**config.mk**
```make
export PLATFORM = sky130hd
export DESIGN_NAME = ddr_arbiter_flat
export DESIGN_NICKNAME = d
export VERILOG_FILES = /design/src/rtl/system_consts.sv /design/src/rtl/ddr_if.sv /design/src/rtl/ddr_arb_pick.sv /design/src/rtl/ddr_arbiter.sv /design/src/flat_wrapper.sv
export SDC_FILE = /design/constraint.sdc
export NUM_CORES = 1
export LEC_CHECK = 0
export CELL_PAD_IN_SITES_DETAIL_PLACEMENT = 0
export CELL_PAD_IN_SITES_GLOBAL_PLACEMENT = 1
export CORE_AREA = 4 4 212 214
export CTS_CLUSTER_DIAMETER = 30
export CTS_CLUSTER_SIZE = 25
export DETAILED_ROUTE_END_ITERATION = 6
export DIE_AREA = 0 0 216 218
export PLACE_DENSITY_LB_ADDON = 0.2
export SLEW_MARGIN = 20
export SYNTH_ARGS = -nofsm -noshare
export SYNTH_HDL_FRONTEND = slang
export SYNTH_SLANG_ARGS = --single-unit
export TNS_END_PERCENT = 5
```
**constraint.sdc**
```tcl
create_clock -name clk -period 5.49 [get_ports clk]
set_input_delay 0.549 -clock clk [delete_from_list [all_inputs] [get_ports clk]]
set_output_delay 0.549 -clock clk [all_outputs]
set_load 0.02 [all_outputs]
```
**src/rtl/system_consts.sv**
```systemverilog
// rtl/system_consts.sv - shared types and port indices for the DDR arbiter
package system_consts;

  typedef enum logic [1:0] {
    IDLE = 2'd0,
    RD   = 2'd1,
    WR   = 2'd2
  } ddr_arb_state_t;

  localparam logic DDR_ARB_PORT_A = 1'b0;
  localparam logic DDR_ARB_PORT_B = 1'b1;

endpackage

```
**src/rtl/ddr_if.sv**
```systemverilog
// rtl/ddr_if.sv - burst DDR port bundle shared by requesters and the downstream controller
interface ddr_if #(
  parameter int BURST_W = 8
) ();

  logic [31:0]        addr;
  logic [63:0]        wdata;
  logic [63:0]        rdata;
  logic               read;
  logic               write;
  logic [BURST_W-1:0] burstcnt;
  logic [7:0]         byteenable;
  logic               busy;
  logic               rdata_ready;

  modport master (
    output addr, wdata, read, write, burstcnt, byteenable,
    input  rdata, busy, rdata_ready
  );

  modport slave (
    input  addr, wdata, read, write, burstcnt, byteenable,
    output rdata, busy, rdata_ready
  );

endinterface

```
**src/rtl/ddr_arb_pick.sv**
```systemverilog
// rtl/ddr_arb_pick.sv - request-to-one-hot grant selector; DDR_ARB_ROUND_ROBIN_EN selects round robin
module ddr_arb_pick
  import system_consts::*;
(
  input  logic [1:0] req_i,
  input  logic       ptr_i,
  output logic [1:0] gnt_o
);

`ifdef DDR_ARB_ROUND_ROBIN_EN
  // ptr_i is the last owner; on a tie the other port goes first
  always_comb begin
    gnt_o = req_i;
    if (req_i == 2'b11) begin
      gnt_o = (ptr_i == DDR_ARB_PORT_A) ? 2'b10 : 2'b01;
    end
  end
`else
  logic ptr_unused;
  assign ptr_unused = ptr_i;

  always_comb begin
    gnt_o = 2'b00;
    if (req_i[DDR_ARB_PORT_A]) begin
      gnt_o = 2'b01;
    end else if (req_i[DDR_ARB_PORT_B]) begin
      gnt_o = 2'b10;
    end
  end
`endif

endmodule

```
**src/rtl/ddr_arbiter.sv**
```systemverilog
// rtl/ddr_arbiter.sv - two-port burst-locked DDR arbiter; DDR_ARB_ROUND_ROBIN_EN enables round robin
module ddr_arbiter
  import system_consts::*;
#(
  parameter int BURST_W = 8
) (
  input  logic       clk,
  input  logic       reset,
  ddr_if.slave       a,
  ddr_if.slave       b,
  ddr_if.master      x,
  output logic [1:0] grant
);

  ddr_arb_state_t     state_q, state_d;
  logic [1:0]         grant_q, grant_d;
  logic [BURST_W-1:0] cnt_q, cnt_d;
  logic [BURST_W-1:0] len_q, len_d;
  logic               rd_acc_q, rd_acc_d;
  logic [1:0]         req;
  logic [1:0]         pick;
  logic               ptr;
  logic               sel_b, a_own, b_own;
  logic               own_read, own_write, beat;
  logic [BURST_W-1:0] new_len;
  logic [BURST_W:0]   cnt_inc;

  assign req = {b.read | b.write, a.read | a.write};

  ddr_arb_pick u_pick (
    .req_i (req),
    .ptr_i (ptr),
    .gnt_o (pick)
  );

`ifdef DDR_ARB_ROUND_ROBIN_EN
  logic ptr_q, ptr_d;

  always_comb begin
    ptr_d = ptr_q;
    if (state_q == IDLE && pick != 2'b00) begin
      ptr_d = pick[DDR_ARB_PORT_B];
    end
  end

  // Reset to "B owned last" so the first tie goes to A
  always_ff @(posedge clk) begin
    if (reset) ptr_q <= DDR_ARB_PORT_B;
    else       ptr_q <= ptr_d;
  end

  assign ptr = ptr_q;
`else
  assign ptr = DDR_ARB_PORT_B;
`endif

  assign sel_b = grant_q[DDR_ARB_PORT_B];
  assign a_own = (state_q != IDLE) && grant_q[DDR_ARB_PORT_A];
  assign b_own = (state_q != IDLE) && grant_q[DDR_ARB_PORT_B];

  assign x.addr       = sel_b ? b.addr       : a.addr;
  assign x.wdata      = sel_b ? b.wdata      : a.wdata;
  assign x.burstcnt   = sel_b ? b.burstcnt   : a.burstcnt;
  assign x.byteenable = sel_b ? b.byteenable : a.byteenable;
  assign own_read     = sel_b ? b.read       : a.read;
  assign own_write    = sel_b ? b.write      : a.write;

  // Only one read command per burst reaches the controller
  assign x.read  = (state_q == RD) && own_read && !rd_acc_q;
  assign x.write = (state_q == WR) && own_write;

  assign a.busy        = a_own ? x.busy : 1'b1;
  assign b.busy        = b_own ? x.busy : 1'b1;
  assign a.rdata_ready = a_own && x.rdata_ready;
  assign b.rdata_ready = b_own && x.rdata_ready;
  assign a.rdata       = x.rdata;
  assign b.rdata       = x.rdata;

  assign beat    = (state_q == RD) ? x.rdata_ready : (x.write && !x.busy);
  assign cnt_inc = {1'b0, cnt_q} + {{BURST_W{1'b0}}, 1'b1};
  assign new_len = pick[DDR_ARB_PORT_B] ? b.burstcnt : a.burstcnt;

  always_comb begin
    state_d  = state_q;
    grant_d  = grant_q;
    cnt_d    = cnt_q;
    len_d    = len_q;
    rd_acc_d = rd_acc_q;
    case (state_q)
      IDLE: begin
        if (pick != 2'b00) begin
          grant_d  = pick;
          cnt_d    = '0;
          rd_acc_d = 1'b0;
          len_d    = (new_len == '0) ? {{(BURST_W-1){1'b0}}, 1'b1} : new_len;
          state_d  = (pick[DDR_ARB_PORT_B] ? b.read : a.read) ? RD : WR;
        end
      end
      RD, WR: begin
        if (x.read && !x.busy) begin
          rd_acc_d = 1'b1;
        end
        // Compare one bit wider so a full-length burst ends without wrapping
        if (beat) begin
          cnt_d = cnt_inc[BURST_W-1:0];
          if (cnt_inc == {1'b0, len_q}) begin
            state_d = IDLE;
            grant_d = 2'b00;
          end
        end
      end
      default: begin
        state_d = IDLE;
        grant_d = 2'b00;
      end
    endcase
  end

  always_ff @(posedge clk) begin
    if (reset) begin
      state_q  <= IDLE;
      grant_q  <= 2'b00;
      cnt_q    <= '0;
      len_q    <= '0;
      rd_acc_q <= 1'b0;
    end else begin
      state_q  <= state_d;
      grant_q  <= grant_d;
      cnt_q    <= cnt_d;
      len_q    <= len_d;
      rd_acc_q <= rd_acc_d;
    end
  end

  assign grant = grant_q;

endmodule

```
**src/flat_wrapper.sv**
```systemverilog
// flat-port wrapper written by rule: the top's interface ports become plain ports
module ddr_arbiter_flat import system_consts::*;
#(
  parameter int BURST_W = 8
)
  (clk, reset, grant, a_addr, a_wdata, a_read, a_write, a_burstcnt, a_byteenable, a_rdata, a_busy, a_rdata_ready, b_addr, b_wdata, b_read, b_write, b_burstcnt, b_byteenable, b_rdata, b_busy, b_rdata_ready, x_addr, x_wdata, x_read, x_write, x_burstcnt, x_byteenable, x_rdata, x_busy, x_rdata_ready);
  ddr_if #(.BURST_W(BURST_W)) a_i ();
  ddr_if #(.BURST_W(BURST_W)) b_i ();
  ddr_if #(.BURST_W(BURST_W)) x_i ();
  input  logic clk;
  input  logic reset;
  output logic [1:0] grant;
  input wire logic [$bits(a_i.addr)-1:0] a_addr;
  input wire logic [$bits(a_i.wdata)-1:0] a_wdata;
  input wire logic [$bits(a_i.read)-1:0] a_read;
  input wire logic [$bits(a_i.write)-1:0] a_write;
  input wire logic [$bits(a_i.burstcnt)-1:0] a_burstcnt;
  input wire logic [$bits(a_i.byteenable)-1:0] a_byteenable;
  output wire logic [$bits(a_i.rdata)-1:0] a_rdata;
  output wire logic [$bits(a_i.busy)-1:0] a_busy;
  output wire logic [$bits(a_i.rdata_ready)-1:0] a_rdata_ready;
  input wire logic [$bits(b_i.addr)-1:0] b_addr;
  input wire logic [$bits(b_i.wdata)-1:0] b_wdata;
  input wire logic [$bits(b_i.read)-1:0] b_read;
  input wire logic [$bits(b_i.write)-1:0] b_write;
  input wire logic [$bits(b_i.burstcnt)-1:0] b_burstcnt;
  input wire logic [$bits(b_i.byteenable)-1:0] b_byteenable;
  output wire logic [$bits(b_i.rdata)-1:0] b_rdata;
  output wire logic [$bits(b_i.busy)-1:0] b_busy;
  output wire logic [$bits(b_i.rdata_ready)-1:0] b_rdata_ready;
  output wire logic [$bits(x_i.addr)-1:0] x_addr;
  output wire logic [$bits(x_i.wdata)-1:0] x_wdata;
  output wire logic [$bits(x_i.read)-1:0] x_read;
  output wire logic [$bits(x_i.write)-1:0] x_write;
  output wire logic [$bits(x_i.burstcnt)-1:0] x_burstcnt;
  output wire logic [$bits(x_i.byteenable)-1:0] x_byteenable;
  input wire logic [$bits(x_i.rdata)-1:0] x_rdata;
  input wire logic [$bits(x_i.busy)-1:0] x_busy;
  input wire logic [$bits(x_i.rdata_ready)-1:0] x_rdata_ready;
  assign a_i.addr = a_addr;
  assign a_i.wdata = a_wdata;
  assign a_i.read = a_read;
  assign a_i.write = a_write;
  assign a_i.burstcnt = a_burstcnt;
  assign a_i.byteenable = a_byteenable;
  assign a_rdata = a_i.rdata;
  assign a_busy = a_i.busy;
  assign a_rdata_ready = a_i.rdata_ready;
  assign b_i.addr = b_addr;
  assign b_i.wdata = b_wdata;
  assign b_i.read = b_read;
  assign b_i.write = b_write;
  assign b_i.burstcnt = b_burstcnt;
  assign b_i.byteenable = b_byteenable;
  assign b_rdata = b_i.rdata;
  assign b_busy = b_i.busy;
  assign b_rdata_ready = b_i.rdata_ready;
  assign x_addr = x_i.addr;
  assign x_wdata = x_i.wdata;
  assign x_read = x_i.read;
  assign x_write = x_i.write;
  assign x_burstcnt = x_i.burstcnt;
  assign x_byteenable = x_i.byteenable;
  assign x_i.rdata = x_rdata;
  assign x_i.busy = x_busy;
  assign x_i.rdata_ready = x_rdata_ready;
  ddr_arbiter #(.BURST_W(BURST_W)) u_core (.clk(clk), .reset(reset), .a(a_i), .b(b_i), .x(x_i), .grant(grant));
endmodule
```
* After elaboration in Yosys (flattened, before gate mapping)
Cells that the tools add are included.
Storage, ports and cells: register bits 21, input bits 296, word-level logic and storage cells 63
Operators by class: add/sub/neg operators 1, equality and inequality tests 7, mux-type cells 27, bitwise operators 2, reduce and logical (&&, ||, !) cells 21
Operators with widths (number):
- 64-bit 2-to-1 mux | 1
- 8-bit 2-to-1 mux | 6
- 32-bit 2-to-1 mux | 1
- 8-bit case mux with 2 select lines | 1
- 2-bit 2-to-1 mux | 7
- 8-bit by 1-bit adder with 9-bit output (second input constant) | 1
- 9-bit by 8-bit == test with 1-bit output | 1
- 1-bit logical AND | 9
- 3-bit AND reduction | 3
- 8-bit logical NOT | 1
- 1-bit 2-to-1 mux | 8
- 2-bit by 1-bit != test with 1-bit output (second input constant) | 4
- 2-bit case mux with 2 select lines | 2
- 2-bit nonzero test | 3
- 2-bit by 1-bit == test with 1-bit output (second input constant) | 1
- 2-bit == test (second input constant) | 1
- 1-bit logical NOT | 2
- 2-bit logical NOT | 1
- 1-bit bitwise OR | 2
- 1-bit case mux with 2 select lines | 1
- 2-bit AND reduction | 1
- 2-bit OR reduction | 1

* Logic depth before layout (Yosys ltp)
Gate-level depths: netlist (run 1).
word-level depth 7, depth in mapped cells 9

* By module
From an unflattened synthesis (run 1), not the netlist that was laid out.
Second synthesis, totals: cells, all modules 418, area, all modules 3679.8 µm²
By module, submodules not included:
- ddr_arbiter | times used 1, cells an instance 416, area each 3658.5 µm², seq. area each 420.4 µm²
- ddr_arb_pick | times used 1, cells an instance 2, area each 21.3 µm², seq. area each 0.0 µm²

* Worst setup path after synthesis (run 1)
No wires, ideal clock.
kind register to output, from register u_core.grant_q[1] (netlist: u_core.grant[1]), to output x_addr[20], arrival 1.699 ns, data required time 4.941 ns, setup slack 3.242 ns, cell stages (with the launch flop) 5, buffers on the path 3, cells stage by stage dfxtp_1 -> buf_2 -> buf_1 -> clkbuf_1 -> mux2_2
Between the ends: word-level cells in the longest chain between the ends 1
Ends and longest elaborated chain:
- from (decl) | RTL line ddr_arbiter.sv:16 | logic [1:0] grant_q, grant_d;
- from (signal assigned) | RTL line ddr_arbiter.sv:128 | grant_q <= grant_d;
- 32-bit 2-to-1 mux | RTL line ddr_arbiter.sv:61 | assign x.addr = sel_b ? b.addr : a.addr;
- to (decl) | RTL line flat_wrapper.sv:31 | output wire logic [$bits(x_i.addr)-1:0] x_addr;
Every way passes these cells.

* Worst setup path after layout (run 1)
from register u_core.grant_q[1] (netlist: u_core.grant[1]), to output x_byteenable[7]
Between the ends: word-level cells in the longest chain between the ends 1
Ends and longest elaborated chain:
- 8-bit 2-to-1 mux | RTL line ddr_arbiter.sv:64 | assign x.byteenable = sel_b ? b.byteenable : a.byteenable;
- to (decl) | RTL line flat_wrapper.sv:36 | output wire logic [$bits(x_i.byteenable)-1:0] x_byteenable;
Every way passes these cells.

==> qor.csv, run 1 <==
metric,value,unit
status,completed,
post-synthesis simple-gate area fraction,11.4,%
worst slew pin tran,0.967,ns
routability cong.,0.732,
"flops & latches, synth",21,
Syn. warnings,0,
Crit Path Category,register to primary output,
HP Class,register to register,
post-synth top area share,33.5,%
Synth top cells by count,"130 x buf_4, 112 x mux2_2, 21 x dfxtp_1",
DP Wirelength,21300,um
"Arr. time, crit path",2.67,ns
Internal,853,uW
Post-DRT Antenna Nets,0,
final instance area,7070,um^2
Initial Utilization,8.78,%
Fmax,310,MHz
P&R area growth vs syn,87.7,%
adder-cell share of the synthesized area,1.66,%
maximum clock path buffer count,2,
DP Area,6990,um^2
RSZ-0062 raised after global routing,false,
combinational power share,72.0,%
Worst-Skew Late Latency,0.26,ns
Worst setup SP type,register,
"top cells by area, synth","mux2_2 33%, buf_4 26%, dfxtp_1 11%",
Final Skew,0.00192,ns
first-pass GRT wire length,32500,um
main combinational cell family by area after synthesis,multiplexers,
Max VDD drop,0.138,mV
Net Switching,634,uW
"Hold Violations, Final",0,
row count,76,
initial antenna violation count,1,
Nets,940,
dominant cell type by area after synthesis,mux2_2,
WL final,24200,um
share of cells above drive strength 1,20.5,%
mux contribution to synthesized area,37.5,%
Synth Cell Area,3760,um^2
pwr/cell area,211,nW/um^2
post-synthesis xor/xnor area fraction,1.16,%
Leak,0.00235,uW
asr flop ratio synth,0,%
die height,218,um
complex-gate fraction of the synthesized area,8.37,%
initial drt markers,63,
ys flop type,dfxtp_1,
CTS tree,yes,
clk sinks,21,
cts repair resizes,0,
CP Capture Type,primary output,
Global Route Usage Sum,9.60,%
Wirelength per Cell,19.8,um
DIE AREA,47100,um^2
register share of total power,17.3,%
Worst-path clk slew,0.06,ns
Final min period,3.22,ns
"Seq/Total Area, Yosys",11.2,%
CTS Buf Count,3,
Hold Worst Slack,0.520,ns
Mapped Cells,431,
vias in the first global route,4106,
crit path cell chain,buf_12 -> mux2_2 -> clkdlybuf4s50_1,
port bufs,351,
Die X,216,um
post-CTS setup buffers,0,
Final setup viols,0,
CP max stage delay,0.97,ns
"Max stage delay cell, worst path",dfxtp_4,
Yosys cell types,47,
overflow left after global routing,0,
"EDFF count, synth",0,
Final period util,58.7,%
Vias,3783,
drt pass-1 iters,4,
fin util,16.5,%
Max Cap Viol,0,
top-count cell post-synth,buf_4,
Sw Ratio,42.6,%
ant diodes,0,
fillers,4828,
DRC errors left,0,
Slew Limit Fails,0,
H-tree depth,1,
Avg Inst Size Synth,8.74,um^2
power share of the clock group,10.7,%
I/O pin count,544,
Vias/cell,3.09,
worst path required time,4.94,ns
CTS Root Cell,clkbuf_16,
Core ar.,42900,um^2
TNS Setup,0,ns
largest net degree at the start of global routing,68,
Worst Path Max Fanout,67,
Syn Nets,732,
Slew headroom,35.5,%
hold buffer count at CTS,0,
## path summary, 6_finish.rpt
kind	start	to	slack (ns)	depth (start not counted)
worst min register to register	u_core.len_q[3]	u_core.len_q[3]	0.52	2
worst min-delay path	u_core.len_q[3]	u_core.len_q[3]	0.52	2
worst max-delay path	u_core.grant[1]	x_byteenable[7]	2.27	3
worst max register to register	u_core.grant[1]	u_core.cnt_q[5]	2.84	6
## registers in the layout, indices dropped and copies added (netlist names)
register,flops
u_core.state_q,2
u_core.cnt_q,8
u_core.rd_acc_q,1
u_core.grant,2
u_core.len_q,8
## worst max-delay path, delay by kind of cell, from the launching register on
| family | cells | cell delay (ns) |
|---|---|---|
| flops | 1 | 0.97 |
| mux | 1 | 0.39 |
| buf+inv | 2 | 1.00 |
## cells in the final DEF (no fill, tap or decap), types with 2 or more instances in the layout
master	netlist	layout
nand2_1	11	11
nor3_1	6	6
clkbuf_16	0	3
nor2_1	15	15
a211oi_1	9	9
ha_1	5	5
nand2b_1	7	7
nor3b_1	3	3
xor2_1	4	4
nand3b_1	3	3
nand4_1	2	2
inv_1	6	6
mux2_2	112	112
a21oi_1	10	10
nor2b_1	6	5
mux2i_1	15	15
a22oi_1	3	3
clkdlybuf4s50_1	0	351
o21ai_1	6	6
and3b_1	3	3
o21ai_0	8	8
nor4_1	2	2
dfxtp_1	21	20
nand3_1	3	3
## stage by stage
| step | power, uW | setup slack, ns | std cells |
|---|---|---|---|
| after floorplan | 947 | 3.24 | 431 |
| after global placement | 1370 | 2.45 | 1219 |
| after detailed placement | 1360 | 2.46 | 1219 |
| after CTS | 1530 | 2.17 | 1223 |
| after global routing | 1590 | 2.12 | 1223 |
| final | 1490 | 2.27 | 1223 |
## final cells by class
type	count	area [um^2]	area share, %
Clock buffer	3	75.1	1.06
Clock inverter	1	5.00	0.0708
Inverter	6	22.5	0.319
Multi-Input combinational cell	254	2270	32.1
Sequential cell	21	424	6.00
Tap cell	585	732	10.4
Timing Repair Buffer	353	3540	50.1
## power groups by stage
stage	Clock, uW	Sequential [uW]	Combinational, uW
6_report	159	257	1070
5_1_grt	175	267	1150
4_1_cts	170	261	1100
3_5_place_dp	0	265	1100
3_3_place_gp	0	265	1100
2_1_floorplan	0	221	726
## per-layer routing
metal / wire, um / vias to the layer above / GRT usage, %
li1: - / 1798 / -
met1: 8140 / 1700 / 9.04
met2: 13300 / 273 / 19.3
met3: 2550 / 10 / 4.50
met4: 267 / 2 / 1.26
met5: 13 / - / 0
## kinds of logic after synthesis
family,count (synthesis)
xor gates and xnor gates,5
adders and majority gates,5
AOI/OAI and AO/OA,44
and+or+nand+nor,73
DFF,21
buffers and inverters,156
muxes,127
No activity file was read; power rests on OpenSTA's default activity.
==> run 2: changes to the inputs <==
Settings changed: CORE_AREA 4 4 212 214 to 4 4 209 211, DIE_AREA 0 0 216 218 to 0 0 213 215.
Clock period 5.49 ns to 2.87 ns, I/O delays scaled along.
==> run 2 against run 1 <==
Combinational power up 99%. Critical path type unchanged. Largest cell class unchanged. Design area down 0.19%. Hold slack worse by 0.0026 ns. Clock skew up 0.0016 ns.
==> qor.csv, run 2 (synthesis results as in run 1) <==
metric,value,unit,change
"Max stage delay cell, worst path",clkdlybuf4s50_1,,
post-placement cell count,1178,,-3.4%
drt pass-1 iters,4,,unchanged
ant diodes,0,,unchanged
CTS Root Cell,clkbuf_16,,
Hold Worst Slack,0.517,ns,-0.00264 ns
Slew Limit Fails,0,,unchanged
largest net degree at the start of global routing,71,,+4.4%
"Hold Violations, Final",0,,unchanged
CP Capture Type,primary output,,
fillers,4632,,-4.1%
DIE AREA,45800,um^2,-2.7%
overflow left after global routing,0,,unchanged
CP startpoint,u_core.grant[1],,
status,completed,,
multi-input combinational cell area,2270,um^2,+0.22%
RSZ-0062 raised after global routing,false,,
Top Registers,"u_core.cnt_q: 8 flops, u_core.len_q: 8 flops",,
crit path cell chain,buf_4 -> mux2i_1 -> nor3b_1 -> buf_4 -> clkdlybuf4s50_1,,
hold path depth,2,,unchanged
initial antenna violation count,0,,-1
Worst setup SP type,register,,
Die X,213,um,-1.4%
CTS tree,yes,,
Critical R2R Capture,u_core.state_q[1],,
Core ar.,41800,um^2,-2.6%
FF-to-FF Start,u_core.cnt_q[0],,
hold buffer count at CTS,0,,unchanged
clk sinks,21,,unchanged
worst reg2reg setup slack,0.74,ns,-2.10 ns
die height,215,um,-1.4%
Finished Layout Cells,1182,,-3.4%
P&R area growth vs syn,87.3,%,
Worst Path Max Fanout,20,,-70%
Initial Utilization,9.02,%,+0.24 points
storage element area,424,um^2,unchanged
Final period util,80.6,%,
Worst Reg2Reg Path Length in Cells,7,,+1
Nets,945,,+0.53%
"Arr. time, crit path",2.03,ns,-0.64 ns
Wirelength per Cell,19.2,um,-3.3%
HP Class,register to register,,
Final setup viols,0,,unchanged
post-CTS setup buffers,0,,unchanged
pre-CTS setup slack,0.575,ns,-1.89 ns
DP Wirelength,20000,um,-6.3%
worst slew pin tran,0.629,ns,-0.338 ns
Max Cap Viol,0,,unchanged
most frequent cells in the layout,"351 x clkdlybuf4s50_1, 112 x mux2_2, 20 x dfxtp_1",,
Slew headroom,57.9,%,+22 points
Vias,3787,,+0.11%
WL final,22700,um,-6.5%
initial drt markers,79,,+25%
critical path's most frequent cell,buf_4,,
CTS Buf Count,3,,unchanged
pwr/cell area,409,nW/um^2,+94%
Crit Path Category,register to primary output,,
port bufs,351,,unchanged
Post-DRT Antenna Nets,0,,unchanged
TNS Setup,0,ns,unchanged
Global Route Usage Sum,9.08,%,-0.52 points
Worst-Skew Late Latency,0.26,ns,about the same
worst path required time,2.58,ns,-2.36 ns
Final Skew,0.00353,ns,+0.00161 ns
routability cong.,0.719,,-1.7%
share of cells above drive strength 1,21.3,%,+0.77 points
setup ws final,0.558,ns,-1.71 ns
min-delay src,u_core.len_q[4],,
DRC errors left,0,,unchanged
CP max stage delay,0.59,ns,-0.38 ns
maximum clock path buffer count,2,,unchanged
Final Power,2880,uW,+94%
I/O pin count,544,,unchanged
Final min period,2.31,ns,
Vias/cell,3.20,,+3.6%
Min-Delay Endpoint,u_core.len_q[4],,
Max VDD drop,0.192,mV,+39%
Leak,0.00237,uW,+1.2%
Worst-path clk slew,0.07,ns,about the same
cts repair resizes,0,,unchanged
row count,75,,-1.3%
Fmax,432,MHz,
"most common cell after layout, fill and taps aside",clkdlybuf4s50_1,,
vias in the first global route,4018,,-2.1%
first-pass GRT wire length,30200,um,-7.0%
H-tree depth,1,,unchanged
## run 2: cell count changes in the layout (fill, tap and decap cells not counted), sizes merged
cell	before	now
inv	6	7
buf	2	7
clkinv	1	0
## run 2: layer usage
| metal | vias up | global-route usage, % | share of wire (%) |
|---|---|---|---|
| li1 | 1810 | - | - |
| met4 | 0 | 1.05 | 0.47 |
| met3 | 6 | 3.08 | 11 |
| met1 | 1677 | 9.57 | 36 |
| met5 | - | 0 | 0 |
| met2 | 294 | 17.7 | 53 |
## run 2: worst max path at each step
| stage | endpoint | cells after the start |
|---|---|---|
| 2_1_floorplan | x_addr[20] | 4 |
| 3_3_place_gp | u_core.len_q[0] | 5 |
| 3_5_place_dp | u_core.len_q[0] | 5 |
| 4_1_cts | x_wdata[9] | 3 |
| 5_1_grt | x_read | 5 |
| 6_report | x_read | 5 |
## run 2: worst max-delay path: cells and delay by family (launching register included)
kind          cells  cell delay [ns]
buf+inv           3             1.05
flops             1             0.36
mux               1             0.15
simple gates      1             0.19
## run 2: report_power, final
group          total [uW]  internal [uW]  switching, uW
clock network         314            190            125
logic                2130           1110           1020
registers             437            361           76.3
total                2880           1660           1220
## run 2: area by class of cell
cell class | instances | share of cell area [%]
clock buffer | 3 | 1.06
multi-input combinational | 254 | 32.2
clock inverter | 1 | 0.0887
timing repair buffer | 358 | 50.7
tap | 539 | 9.56
sequential | 21 | 6.01
inverter | 6 | 0.319
## run 2: stage by stage
step,area [um^2],util [%]
after floorplan,3760,-
after global placement,6970,16.7
after detailed placement,6970,16.7
after CTS,7050,16.9
after global routing,7050,16.9
final,7050,16.9
